--- src/rtl/riscv_pkg.sv ---
// Shared definitions for the RV32I pipeline hazard controller: forwarding
// encodings, load marker, controller FSM states and shadow stage entries.
package riscv_pkg;

  localparam int REG_AW = 5;

  localparam logic [1:0] FWD_REG     = 2'b00;
  localparam logic [1:0] FWD_WB      = 2'b01;
  localparam logic [1:0] FWD_MEM     = 2'b10;
  localparam logic [1:0] RESULT_LOAD = 2'b01;

  typedef enum logic {
    INIT = 1'b0,
    RUN  = 1'b1
  } hz_state_e;

  typedef struct packed {
    logic [REG_AW-1:0] rs1;
    logic [REG_AW-1:0] rs2;
    logic [REG_AW-1:0] rd;
    logic              regwrite;
    logic [1:0]        result_src;
  } stage_ent_t;

  // MEM/WB only need to know which register is written.
  typedef struct packed {
    logic [REG_AW-1:0] rd;
    logic              regwrite;
  } wr_ent_t;

endpackage

--- src/rtl/hazard_fwd_sel.sv ---
// EX operand forwarding select for one source register; MEM beats WB and
// writes to x0 never forward.
module hazard_fwd_sel
  import riscv_pkg::*;
#(
  parameter int AW = REG_AW
) (
  input  logic [AW-1:0] i_rs_e,
  input  logic [AW-1:0] i_rd_m,
  input  logic          i_regwrite_m,
  input  logic [AW-1:0] i_rd_w,
  input  logic          i_regwrite_w,
  output logic [1:0]    o_sel
);

  logic w_hit_m;
  logic w_hit_w;

  assign w_hit_m = i_regwrite_m && (i_rd_m != {AW{1'b0}}) && (i_rd_m == i_rs_e);
  assign w_hit_w = i_regwrite_w && (i_rd_w != {AW{1'b0}}) && (i_rd_w == i_rs_e);

  // Priority select between MEM, WB and the register file.
  always_comb begin
    o_sel = FWD_REG;
    if (w_hit_m) begin
      o_sel = FWD_MEM;
    end else if (w_hit_w) begin
      o_sel = FWD_WB;
    end else begin
      o_sel = FWD_REG;
    end
  end

endmodule

--- src/rtl/pipeline_hazard_ctrl.sv ---
// Central stall/flush/forwarding controller for the 5-stage RV32I pipeline.
// Optional event counters are enabled with the HAZARD_PERF_EN macro.
module pipeline_hazard_ctrl
  import riscv_pkg::*;
#(
  parameter int REG_AW     = riscv_pkg::REG_AW,
  parameter int INIT_FLUSH = 2
) (
  input  logic              clk,
  input  logic              reset,
  input  logic [REG_AW-1:0] rs1_d,
  input  logic [REG_AW-1:0] rs2_d,
  input  logic [REG_AW-1:0] rd_d,
  input  logic              regwrite_d,
  input  logic [1:0]        result_src_d,
  input  logic              pc_src_e,
  output logic              stall_f,
  output logic              stall_d,
  output logic              flush_d,
  output logic              flush_e,
  output logic [1:0]        forward_a_e,
  output logic [1:0]        forward_b_e,
  output logic              busy
`ifdef HAZARD_PERF_EN
  ,
  output logic [31:0]       stall_cnt,
  output logic [31:0]       flush_cnt
`endif
);

  localparam logic [3:0] INIT_LOAD = 4'(INIT_FLUSH - 1);

  hz_state_e  r_state;
  hz_state_e  w_state_nxt;
  logic [3:0] r_cnt;
  logic [3:0] w_cnt_nxt;
  stage_ent_t r_e;
  wr_ent_t    r_m;
  wr_ent_t    r_w;
  logic       w_lwstall;

  // Controller state and post-reset flush countdown.
  always_ff @(posedge clk or posedge reset) begin
    if (reset) begin
      r_state <= INIT;
      r_cnt   <= INIT_LOAD;
    end else begin
      r_state <= w_state_nxt;
      r_cnt   <= w_cnt_nxt;
    end
  end

  // Next state: leave INIT on the edge where the countdown reaches zero.
  always_comb begin
    w_state_nxt = r_state;
    w_cnt_nxt   = r_cnt;
    case (r_state)
      INIT: begin
        if (r_cnt == 4'd0) begin
          w_state_nxt = RUN;
        end else begin
          w_cnt_nxt = r_cnt - 4'd1;
        end
      end
      RUN: begin
        w_state_nxt = RUN;
      end
      default: begin
        w_state_nxt = INIT;
        w_cnt_nxt   = INIT_LOAD;
      end
    endcase
  end

  assign w_lwstall = (r_state == RUN) && (r_e.result_src == RESULT_LOAD) && r_e.regwrite &&
                     (r_e.rd != {REG_AW{1'b0}}) && ((r_e.rd == rs1_d) || (r_e.rd == rs2_d));

  // Stall/flush outputs; a taken branch overrides a load-use stall.
  always_comb begin
    stall_f = 1'b0;
    stall_d = 1'b0;
    flush_d = 1'b1;
    flush_e = 1'b1;
    busy    = 1'b1;
    case (r_state)
      INIT: begin
        busy = 1'b1;
      end
      RUN: begin
        busy    = 1'b0;
        stall_f = w_lwstall && !pc_src_e;
        stall_d = w_lwstall && !pc_src_e;
        flush_d = pc_src_e;
        flush_e = w_lwstall || pc_src_e;
      end
      default: begin
        busy = 1'b1;
      end
    endcase
  end

  // Shadow copies of the instructions in EX, MEM and WB.
  always_ff @(posedge clk or posedge reset) begin
    if (reset) begin
      r_e <= {$bits(stage_ent_t){1'b0}};
      r_m <= {$bits(wr_ent_t){1'b0}};
      r_w <= {$bits(wr_ent_t){1'b0}};
    end else begin
      if (flush_e) begin
        r_e <= {$bits(stage_ent_t){1'b0}};
      end else begin
        r_e <= '{rs1: rs1_d, rs2: rs2_d, rd: rd_d, regwrite: regwrite_d, result_src: result_src_d};
      end
      r_m <= '{rd: r_e.rd, regwrite: r_e.regwrite};
      r_w <= r_m;
    end
  end

  hazard_fwd_sel #(.AW(REG_AW)) u_fwd_a (
    .i_rs_e       (r_e.rs1),
    .i_rd_m       (r_m.rd),
    .i_regwrite_m (r_m.regwrite),
    .i_rd_w       (r_w.rd),
    .i_regwrite_w (r_w.regwrite),
    .o_sel        (forward_a_e)
  );

  hazard_fwd_sel #(.AW(REG_AW)) u_fwd_b (
    .i_rs_e       (r_e.rs2),
    .i_rd_m       (r_m.rd),
    .i_regwrite_m (r_m.regwrite),
    .i_rd_w       (r_w.rd),
    .i_regwrite_w (r_w.regwrite),
    .o_sel        (forward_b_e)
  );

`ifdef HAZARD_PERF_EN
  // Event counters, frozen while the post-reset flush is running.
  always_ff @(posedge clk or posedge reset) begin
    if (reset) begin
      stall_cnt <= 32'd0;
      flush_cnt <= 32'd0;
    end else begin
      if ((r_state == RUN) && stall_d) begin
        stall_cnt <= stall_cnt + 32'd1;
      end else begin
        stall_cnt <= stall_cnt;
      end
      if ((r_state == RUN) && pc_src_e) begin
        flush_cnt <= flush_cnt + 32'd1;
      end else begin
        flush_cnt <= flush_cnt;
      end
    end
  end
`else
  // Default build carries no event counters.
`endif

endmodule

--- config.mk ---
export PLATFORM = sky130hd
export DESIGN_NAME = pipeline_hazard_ctrl
export DESIGN_NICKNAME = d
export VERILOG_FILES = /design/src/rtl/riscv_pkg.sv /design/src/rtl/hazard_fwd_sel.sv /design/src/rtl/pipeline_hazard_ctrl.sv
export SDC_FILE = /design/constraint.sdc
export NUM_CORES = 1
export LEC_CHECK = 0
export CAP_MARGIN = 20
export CELL_PAD_IN_SITES_DETAIL_PLACEMENT = 0
export CELL_PAD_IN_SITES_GLOBAL_PLACEMENT = 1
export CORE_UTILIZATION = 25
export CTS_CLUSTER_DIAMETER = 150
export DETAILED_ROUTE_END_ITERATION = 12
export PLACE_DENSITY = 0.53
export SLEW_MARGIN = 20
export SYNTH_ARGS = -nofsm -noshare
export SYNTH_HDL_FRONTEND = slang
export SYNTH_SLANG_ARGS = --single-unit
--- constraint.sdc ---
create_clock -name clk -period 4.15 [get_ports clk]
set_clock_uncertainty 0.1 [all_clocks]
set_input_delay 0.83 -clock clk [delete_from_list [all_inputs] [get_ports clk]]
set_output_delay 0.83 -clock clk [all_outputs]
set_load 0.01 [all_outputs]
==> results.md <==
- Synth Register Bits: 35
- First-pass iteration count of the detailed router: 4
- Top-Level Pins: 30
- Setup violations, final: 0
- Post-route ant nets: 0
- Port Buffers: 29
- Crit path top cell by count: clkdlybuf4s50_1
- Sequential power share: 48.2%
- Max Fclk: 0.276 GHz
- Switching Fraction: 22.7%
- Worst-path clk slew: 0.07 ns
- First-pass GRT wire length: 5740 µm
- Initial Util: 26.5%
- Post-synth cell types: 24
- Die height: 81.9 µm
- Htree depth: 2
- Hpwl dp: 2580 µm
- Largest stage delay, worst path: 0.58 ns
- Die width: 81.9 µm
- Synth Net Count: 172
- Worst-Margin Slew: 0.776 ns
- Reg2reg path depth: 4
- CP Depth: 6
- Critical Path Start Type: input port
- Syn Area/Cell: 10.7 µm²
- CP endpoint kind: primary output
- LEAKAGE: 0.930 nW
- Required @ worst endpoint: 3.22 ns
- Layout cells sized above 1: 8.74%
- DR DRC count: 0
- Pwr Density: 371 mW/mm²
- CTS Hold Bufs: 0
- Drt wl/cell: 13.1 µm
- Int Power: 0.000597 W
- Num CTS Buffers: 5
- Seq/Total Area, Yosys: 54.9%
- Core area: 0.00603 mm²
- Crit path DAT: 2.69 ns
- CP bufs+invs: 2
- Mapped Cells: 150
- Unrepaired setup endpoints after global routing: no
- Post CTS Setup Buffer Count: 0
- RePlAce Congestion: 0.739
- CP startpoint: rs1_d[2]
- Clk root buf: clkbuf_8
- Synth warn: 0
- Fillers: 645
- Switching pwr: 0.000176 W
- Vias per cell: 4.32
- FF-to-FF Start: r_e[5]
- 1st-iter DRT viols: 22
- Setup TNS: 0 ns
- Critical path's top delay family: buffers and inverters
- Clock network fraction of design power: 40.6%
- Final hold violations: 0
- P&R area growth vs syn: 30.3%
- Worst-Skew Late Latency: 0.28 ns
- Worst rel slew slack: 48.3%
- Crit-path cells: clkdlybuf4s50_1 > xnor2_1 > nand3_1 > o22a_1 > nor3_1 > clkdlybuf4s50_1
- Sinks on Clock Net: 35
- Worst setup path endpoint: stall_d
- Reg area: 877 µm²
- Total wire length: 3380 µm
- Crit path max fanout: 2
- CTS tree: yes
- Outcome: finished clean
- Crit Path Class: input port to primary output
- GR Util All Layers: 11.7%
- Pre-CTS WS: 0.544 ns
- HP Class: flop to flop
- Core Rows: 28
- Global route total overflow: 0
- Max Buffers Root-to-Sink: 2
- Peak VDD IR: 0.133 mV
- R2R Path End: r_e[13]
- Vias in the first global route: 1,159
- Gate power share: 11.2%
- FF-to-FF setup slack: 2.29 ns
- Fin crit period: 3.62 ns
- Mapped cell area: 0.00160 mm²
- Initial antenna violation count: 0
- Fin. max-slew vios: 0
- Vias: 1,114
- CTS-repair resized insts: 0
- Final Net Count: 204
- DIE AREA: 0.00671 mm²
- Worst path slowest cell: clkdlybuf4s50_1
- Ant. Diodes: 0
- Area of the multi-input gates: 654 µm²
- Largest net degree at the start of global routing: 36
- Final Cycle Share: 87.3%
- Max-cap violations: 0
- Worst setup margin: 0.528 ns
cell usage after synthesis (all sizes together):
library cell | instances | area (µm²)
ha | 1 | 12.5
a21oi | 19 | 95.1
xnor2 | 17 | 149
o31ai | 1 | 7.51
o22a | 1 | 8.76
nand3 | 5 | 25.0
nor4 | 5 | 43.8
xor2 | 15 | 131
clkbuf | 2 | 7.51
buf | 5 | 32.5
o21ai | 6 | 33.8
nor3 | 2 | 10.0
nand4b | 1 | 8.76
dfrtp | 34 | 851
o22ai | 1 | 12.5
or4 | 4 | 30.0
inv | 7 | 26.3
nand2 | 21 | 78.8
dfstp | 1 | 26.3
nor2 | 2 | 7.51
sequential cells by signal, indices dropped and copies added (netlist names):
name,cells
r_e,18
r_m,6
r_w,6
r_cnt,4
r_state,1
power groups by stage:
stage	registers [W]	logic (W)	clock network, W
2_1_floorplan	0.000375	0.0000525	0
3_3_place_gp	0.000379	0.0000880	0
3_5_place_dp	0.000380	0.0000885	0
4_1_cts	0.000373	0.0000888	0.000320
5_1_grt	0.000375	0.0000962	0.000337
6_report	0.000372	0.0000868	0.000313
worst min path at each step:
stage,startpoint,end,slack (ns),depth (start not counted)
2_1_floorplan,r_e[2],r_m[0],0.25,0
3_3_place_gp,r_m[0],r_w[0],0.29,0
3_5_place_dp,r_e[2],r_m[0],0.29,0
4_1_cts,r_e[2],r_m[0],0.31,0
5_1_grt,r_e[2],r_m[0],0.32,0
6_report,r_m[0],r_w[0],0.30,0
placed cells by master (no fill, tap or decap):
cell,synthesis,final
a21oi_1,19,19
buf_4,3,3
bufinv_16,0,1
clkbuf_8,0,6
clkdlybuf4s50_1,0,29
clkinv_2,0,1
dfrtp_1,34,34
dfstp_2,1,1
ha_1,1,1
inv_1,7,7
nand2_1,21,21
nand3_1,5,5
nand4b_1,1,1
nor2_1,2,2
nor3_1,2,2
nor4_1,3,3
nor4_2,2,2
o21ai_0,4,4
o21ai_1,1,1
o21ai_2,1,1
o22a_1,1,1
o22ai_2,1,1
o31ai_1,1,1
or4_1,4,4
xnor2_1,17,17
xor2_1,15,15
area by class of cell:
| class | count | area share (%) |
|---|---|---|
| clock buffer | 6 | 3.97 |
| clock inverter | 2 | 1.68 |
| inverter | 7 | 1.26 |
| multi-input combinational | 101 | 31.4 |
| sequential | 35 | 42.1 |
| tap | 75 | 4.51 |
| timing repair buffer | 32 | 15.0 |
per-layer routing:
| metal | wire (µm) | global-route usage [%] | vias up |
|---|---|---|---|
| met5 | 0 | 0 | - |
| met4 | 0 | 2.63 | 0 |
| met3 | 161 | 3.89 | 0 |
| met2 | 1610 | 18.6 | 31 |
| met1 | 1610 | 15.2 | 522 |
| li1 | - | - | 561 |
cell families (layout without fill, tap and decap cells):
group / Yosys count / in the layout / share of synthesized area (%)
AO/OA/AOI/OAI: 28 / 28 / 9.87
XOR/XNOR: 32 / 32 / 17.5
flip-flops: 35 / 35 / 54.9
AND/OR/NAND/NOR: 40 / 40 / 12.8
adder cells (fa/ha/maj): 1 / 1 / 0.783
buffers and inverters: 14 / 47 / 4.15
worst reg2reg max path, delay by kind of cell, from the launching register on:
kind | cells | cell delay, ns
AOI/OAI and AO/OA | 2 | 0.83
xor gates and xnor gates | 1 | 0.21
and+or+nand+nor | 1 | 0.14
DFF | 1 | 0.43
through the flow:
stage | util, % | cell area [µm²] | instances | hold slack (ns) | total power (W)
global route | 34.6 | 2080 | 258 | 0.322 | 0.000808
detailed placement | 32.6 | 1960 | 250 | 0.294 | 0.000468
finish | 34.6 | 2080 | 258 | 0.304 | 0.000773
floorplan | - | 1600 | 150 | 0.254 | 0.000427
CTS | 34.6 | 2080 | 258 | 0.306 | 0.000782
global placement | 32.6 | 1960 | 250 | 0.290 | 0.000467
Note: power is estimated with default switching activity, not from simulation.
